[src/rtl/multi_breathing_light.sv]
// multi_breathing_light
//
// Drives CH LED channels, each with its own mode: off, on, breathe (a
// triangle-wave PWM ramp) or blink. All channels share one breathing phase
// counter. Each channel reads that counter with an offset of
// n * (2^(PWM_W+1) / CH), so the channels ramp evenly staggered.
//
// Optional build macro:
//   BREATH_GAMMA_EN  When defined, the breathe duty is (level*level) >> PWM_W.
//                    This gives a perceptual gamma curve. When undefined, the
//                    duty is the linear level and no multiplier is built.
//
// Ports:
//   clk         system clock
//   rst         synchronous, active-high reset
//   hold        freezes the prescaler and the phase counter; PWM keeps running
//   mode        2 bits per channel; channel n uses [2n+1:2n]
//               00 off, 01 on, 10 breathe, 11 blink
//   light       registered per-channel LED drive
//   cycle_done  one-cycle pulse when the phase counter wraps to 0
module multi_breathing_light #(
  parameter int CH       = 4,
  parameter int PWM_W    = 8,
  parameter int STEP_DIV = 78125
) (
  input  logic            clk,
  input  logic            rst,
  input  logic            hold,
  input  logic [2*CH-1:0] mode,
  output logic [CH-1:0]   light,
  output logic            cycle_done
);

  localparam int PH_W   = PWM_W + 1;
  localparam int PSC_W  = (STEP_DIV > 1) ? $clog2(STEP_DIV) : 1;
  localparam int PH_OFF = (2 ** PH_W) / CH;
  localparam logic [PSC_W-1:0] PSC_MAX = PSC_W'(STEP_DIV - 1);

  localparam logic [1:0] MODE_OFF     = 2'b00;
  localparam logic [1:0] MODE_ON      = 2'b01;
  localparam logic [1:0] MODE_BREATHE = 2'b10;
  localparam logic [1:0] MODE_BLINK   = 2'b11;

  logic [PSC_W-1:0] presc;
  logic [PH_W-1:0]  phase;
  logic [PWM_W-1:0] pwm_cnt;
  logic             step;
  logic             pwm_last;

  logic [PH_W-1:0]  ch_phase [CH];
  logic [PWM_W-1:0] ch_level [CH];
  logic [PWM_W-1:0] ch_duty  [CH];
`ifdef BREATH_GAMMA_EN
  logic [2*PWM_W-1:0] ch_sq [CH];
`endif

  // Duty and mode as latched at the last PWM period boundary.
  logic [PWM_W-1:0] act_duty [CH];
  logic [1:0]       act_mode [CH];

  assign step     = (presc == PSC_MAX) && !hold;
  assign pwm_last = (pwm_cnt == '1);

  // Per-channel phase, triangle level and breathe duty.
  always_comb begin
    for (int n = 0; n < CH; n++) begin
      ch_phase[n] = phase + PH_W'(n * PH_OFF);
      // The top phase bit selects the falling half of the triangle.
      ch_level[n] = ch_phase[n][PWM_W] ? ~ch_phase[n][PWM_W-1:0]
                                       :  ch_phase[n][PWM_W-1:0];
`ifdef BREATH_GAMMA_EN
      // Square the level at full width, then keep the upper PWM_W bits.
      ch_sq[n]   = (2*PWM_W)'(ch_level[n]) * (2*PWM_W)'(ch_level[n]);
      ch_duty[n] = ch_sq[n][2*PWM_W-1:PWM_W];
`else
      ch_duty[n] = ch_level[n];
`endif
    end
  end

  always_ff @(posedge clk) begin
    if (rst) begin
      presc      <= '0;
      phase      <= '0;
      pwm_cnt    <= '0;
      cycle_done <= 1'b0;
      light      <= '0;
      for (int n = 0; n < CH; n++) begin
        act_duty[n] <= '0;
        act_mode[n] <= MODE_OFF;
      end
    end else begin
      // The PWM counter keeps running during hold, so the LEDs keep
      // showing the frozen duty.
      pwm_cnt <= pwm_cnt + 1'b1;

      if (!hold) begin
        presc <= (presc == PSC_MAX) ? '0 : presc + 1'b1;
      end

      if (step) begin
        phase <= phase + 1'b1;
      end

      // The pulse appears in the cycle after phase has wrapped to 0.
      cycle_done <= step && (phase == '1);

      for (int n = 0; n < CH; n++) begin
        // Duty and mode are latched only on the last PWM count. This keeps
        // each PWM period clean and delays mode changes to the next period.
        if (pwm_last) begin
          act_duty[n] <= ch_duty[n];
          act_mode[n] <= mode[2*n +: 2];
        end

        case (act_mode[n])
          MODE_OFF:     light[n] <= 1'b0;
          MODE_ON:      light[n] <= 1'b1;
          MODE_BREATHE: light[n] <= (pwm_cnt < act_duty[n]);
          MODE_BLINK:   light[n] <= ~ch_phase[n][PWM_W];
          default:      light[n] <= 1'b0;
        endcase
      end
    end
  end

endmodule

[config.mk]
export PLATFORM = sky130hd
export DESIGN_NAME = multi_breathing_light
export DESIGN_NICKNAME = d
export VERILOG_FILES = /design/src/rtl/multi_breathing_light.sv
export SDC_FILE = /design/constraint.sdc
export NUM_CORES = 1
export LEC_CHECK = 0
export CORE_ASPECT_RATIO = 1.4
export CORE_MARGIN = 2
export CORE_UTILIZATION = 40
export CTS_BUF_LIST = sky130_fd_sc_hd__clkbuf_2 sky130_fd_sc_hd__clkbuf_4 sky130_fd_sc_hd__clkbuf_8
export CTS_CLUSTER_SIZE = 12
export DETAILED_ROUTE_END_ITERATION = 10
export GPL_TIMING_DRIVEN = 0
export SETUP_SLACK_MARGIN = 0.05
export SLEW_MARGIN = 15
export SYNTH_ARGS = -nofsm -noshare
export SYNTH_HDL_FRONTEND = slang
export SYNTH_SLANG_ARGS = --single-unit
[constraint.sdc]
create_clock -name clk -period 2.4 [get_ports clk]
set_input_delay 0.36 -clock clk [delete_from_list [all_inputs] [get_ports clk]]
set_output_delay 0.36 -clock clk [all_outputs]
set_load 0.01 [all_outputs]
* Word level (Yosys, flattened, before mapping)
Memory sizes are Yosys's and may differ from the RTL's.
Index checks and enable logic that the tools add are counted.
** Word-level totals
- Logic and storage cells :: 77
- Output and inout bits :: 5
- Input port bits :: 11
- RAM bits :: 40
- Memories :: 2
- Bits in registers :: 39
** Operators by class
- $add $sub $neg :: 6
- Reduce and logical (&&, ||, !) cells :: 7
- $lt $le $gt $ge :: 4
- Bitwise operators :: 16
- Mux-type cells :: 22
- Equality and inequality tests :: 15
** Memory list
- act_duty :: words 4, width 8, rd ports 4, clocked after Yosys merged registers in 0, write ports 4, line 58 : logic [PWM_W-1:0] act_duty [CH];
- act_mode :: words 4, width 2, rd ports 4, clocked after Yosys merged registers in 0, write ports 4, line 59 : logic [1:0] act_mode [CH];
** Operator list (count)
- $mux 8 :: 8
- $lt 8x8->1 :: 4
- $not 8->8 :: 4
- $add 9x9->9 const B :: 2
- $add 17x1->17 const B :: 1
- $eq 17x17->1 const B :: 1
- $mux 17 :: 1
- $eq 2x2->1 const B :: 8
- $pmux 1 s4 :: 4
- $add 9x1->9 const B :: 1
- $add 9x8->9 const B :: 1
- $eq 9x9->1 const B :: 1
- $add 8x1->8 const B :: 1
- $eq 2x1->1 const B :: 4
- $eq 8x8->1 const B :: 1
- $logic_not 2->1 :: 4
- $mux 2 :: 4
- $or 1x1->1 :: 8
- $mux 1 :: 5
- $not 1->1 :: 4
- $logic_and 1x1->1 :: 2
- $logic_not 1->1 :: 1

* Depth between registers and ports, before layout
Gate-level depths: netlist (run 1).
- Depth after elaboration :: 5
- Mapped depth :: 7
- Depth with buffers taken out :: 6

* Worst setup path after synthesis (run 1)
Ideal clock, no wire load.
- Kind :: register to register
- Start :: register pwm_cnt[1]
- End :: memory act_duty[0][0] (enable)
- Path slack :: 0.519 ns
- Path buffers :: 0
- Clock period less this slack :: 1.881 ns
- Stages on the path, launching flop included :: 5
- Arrival time :: 1.502 ns
- Library setup time :: 0.380 ns
- Required time :: 2.020 ns
- Cells stage by stage :: dfxtp_1 > ha_1 > nand2_1 > nor3_1 > or2_2
** RTL lines
- start: declaration :: line 46 : logic [PWM_W-1:0] pwm_cnt;
- start signal: assignment :: line 95 : pwm_cnt <= pwm_cnt + 1'b1;
- end: declaration :: line 58

==> impl_metrics.ini, run 1 <==
[hold_path]
hp-start = pwm_cnt[0]
min_to = pwm_cnt[0]
hold_depth = 1
hold_class = flip-flop to flip-flop

[place]
hpwl_um = 6220
place_congestion = 0.875
dp_cells = 569
io_buffers = 15

[timing]
final_max_slew_viol_count = 0
fin_worst_skew_ns = 0.00850
finalHoldViolCount = 0
period_needed_ns = 2.17
relSlewSlack_pct = 45.4
setup_viol_count_final = 0
timing.final.crit_share_pct = 90.5
worst-slew-pin-transition_ns = 0.816
rsz0062_at_grt = no
fmax_mhz = 460

[yosys]
post-synth-top-count-cell = nor2_1
synth-seq-area-share_pct = 47.4
synth_edf_count = 40
yosys.area.top_type = edfxtp_1
synthAdderAreaFrac_pct = 9.87
synthArstFlopShare_pct = 0
synth-simple-area-share_pct = 22.5
syn_inst = 416
synth.area.mux_share_pct = 2.57
syn_area_um2 = 4190
synthFlopType = edfxtp_1
synth_seq_cells = 79
synth.distinct_cells = 43
yosys.area.top_type_share_pct = 28.7
ys.warnings.count = 0
synth.area.top_cells = edfxtp_1 (29%), dfxtp_1 (19%), ha_1 (9.9%)
synth_xor_area_share_pct = 7.53
synth_compound_area_share_pct = 5.77
synth_top_family_by_area = simple AND/OR/NAND/NOR gates
syn_avg_cell_area_um2 = 10.1
synth_commonest_cells = nor2_1 (55), edfxtp_1 (40), dfxtp_1 (39)
syn-num-nets = 460

[clocking]
cts_sinks = 79
htreeDepth = 3
clk_latency_ns = 0.37
cts_buffer_depth = 2
cts_root_buffer = clkbuf_8
clk_pin_slew_ns = 0.08
cts_made_buffers = 9
cts_tree = yes

[die]
dieHeight_um = 125
die_x_um = 90.5
dieArea_um2 = 11300
pin_count = 16
coreArea_um2 = 10300
start_util_pct = 40.7
rows = 44

[final_layout]
syn2layout_area_growth_pct = 12.2
finalNonFillerCells = 586
diodes = 0
drive_gt1_share_pct = 7.59
fin_nets = 487
finish.utilization_pct = 45.6

[routing]
ant_nets = 0
viasPerCell = 4.99
wl_per_cell_um = 14.3
vias = 2922
drcViolationCount = 0
drtIter0Drc = 117
routed_wl_um = 8370
drt_first_pass_iters = 4

[pwr]
static-leakage-power_nw = 1.92
total_power_mw = 2.53
pwr-share-seq_pct = 58.3
p_sw_mw = 0.617
p_int_mw = 1.91
vdd_ir_drop_max_mv = 0.298
switching_share_pct = 24.4
clockPowerShare_pct = 35.1
power_density_nw_per_um2 = 539
p_comb_share_pct = 6.6

[worst_setup_path]
reg2reg_from = pwm_cnt[0]
crit_type = flip-flop to flip-flop
worstSetupEndpointType = flip-flop
crit_required_ns = 2.50
reg2reg_slack_ns = 0.23
worstReg2RegEnd = act_duty[2][6]
startpoint_type = flip-flop
crit_fanout = 10
cp.arrival_ns = 2.28
rr_worst_depth = 7

[global_route]
grt_overflow = 0
grtUsageTotal_pct = 16.1
grt_pass1_wl_um = 14200
grt_max_degree = 21
grt_pass1_vias = 3011
antenna_found_initial = 0

[run]
cap_viol_max_count = 0

[run_status]
outcome = complete, no violations
metrics by stage:
stage | setup TNS (ns) | area (um2) | setup WS [ns] | hold WS [ns]
6_report | 0 | 4690 | 0.227 | 0.519
5_1_grt | 0 | 4690 | 0.0599 | 0.557
4_1_cts | 0 | 4690 | 0.0737 | 0.526
3_5_place_dp | -25.88 | 4510 | -0.614 | 0.514
3_3_place_gp | -25.69 | 4510 | -0.606 | 0.504
2_1_floorplan | 0 | 4190 | 0.519 | 0.460
worst max path at each step:
stage,from,to,slack [ns],cells after the start
2_1_floorplan,pwm_cnt[1],act_duty[0][0],0.52,4
3_3_place_gp,rst,act_duty[0][0],-0.61,4
3_5_place_dp,rst,act_duty[0][1],-0.61,4
4_1_cts,rst,act_duty[2][5],0.07,4
5_1_grt,pwm_cnt[0],act_duty[1][0],0.06,7
6_report,pwm_cnt[0],act_duty[2][6],0.23,7
layout make-up:
class | instances | area [um2]
Buffer | 13 | 56.3
Inverter | 35 | 131
Tap cell | 138 | 173
Clock inverter | 6 | 36.3
Multi-Input combinational cell | 290 | 2030
Clock buffer | 10 | 131
Timing Repair Buffer | 15 | 150
Fill cell | 1010 | 5600
Sequential cell | 79 | 1980
metal layers:
metal	wire length [um]	GRT usage, %
met1	3290	16.4
met2	4520	30.6
met3	248	3.31
met4	308	8.14
met5	0	0
cell families after synthesis:
logic type,Yosys count
AOI/OAI and AO/OA,38
xor gates and xnor gates,36
adders and majority gates,33
buffers and inverters,48
DFF,79
muxes,10
and+or+nand+nor,172
power by group through the flow:
stage / combinational (mW) / sequential, mW / clock (mW)
2_1_floorplan: 0.104 / 1.50 / 0
3_3_place_gp: 0.163 / 1.51 / 0
3_5_place_dp: 0.169 / 1.51 / 0
4_1_cts: 0.172 / 1.48 / 0.915
5_1_grt: 0.191 / 1.48 / 0.962
6_report: 0.168 / 1.47 / 0.886
critical path, stage by stage, from the launching register on:
cell	delay, ns
dfxtp_1	0.37
ha_1	0.26
nand2_1	0.16
nor3_1	0.11
nand2b_1	0.08
clkbuf_1	0.38
clkbuf_1	0.45
nor2_1	0.11
layout by cell type (no fill, tap or decap), types with 7 or more instances in the layout:
master / instances
dfxtp_1: 39
clkbuf_1: 8
clkbuf_8: 9
xnor2_1: 20
nand2_1: 15
nand2b_1: 7
a21oi_1: 16
ha_1: 33
nor2_1: 55
inv_1: 35
xor2_1: 16
clkdlybuf4s50_1: 15
nor4_1: 9
nor2b_1: 12
and2_1: 23
nor3_1: 8
edfxtp_1: 40
nand3_1: 12
state kept, by name, indices dropped and copies added (netlist names):
signal      cells
pwm_cnt         8
cycle_done      1
act_duty       32
phase           9
act_mode        8
presc          17
light           4
timing repair:
| item | in CTS | in global routing |
|---|---|---|
| endpoints found under the hold margin | 0 | 0 |
| gates cloned | 1 | 0 |
| buffers inserted | 0 | 0 |
| hold buffers | 0 | 0 |
| setup endpoints to repair | 50 | 21 |
| pin swaps | 1 | 0 |
| resized for setup | 2 | 2 |
Note: power is estimated with default switching activity, not from simulation.
==> inputs of run 2 (changes only) <==
- SKIP_LAST_GASP: default -> 1
==> results of run 2 <==
The final DEF is identical to that of run 1; final timing and power are the same.
==> inputs of run 3 (changes only) <==
- PLACE_DENSITY: default -> 0.6
==> results of run 3 <==
The final DEF is identical to that of run 1; final timing and power are the same.
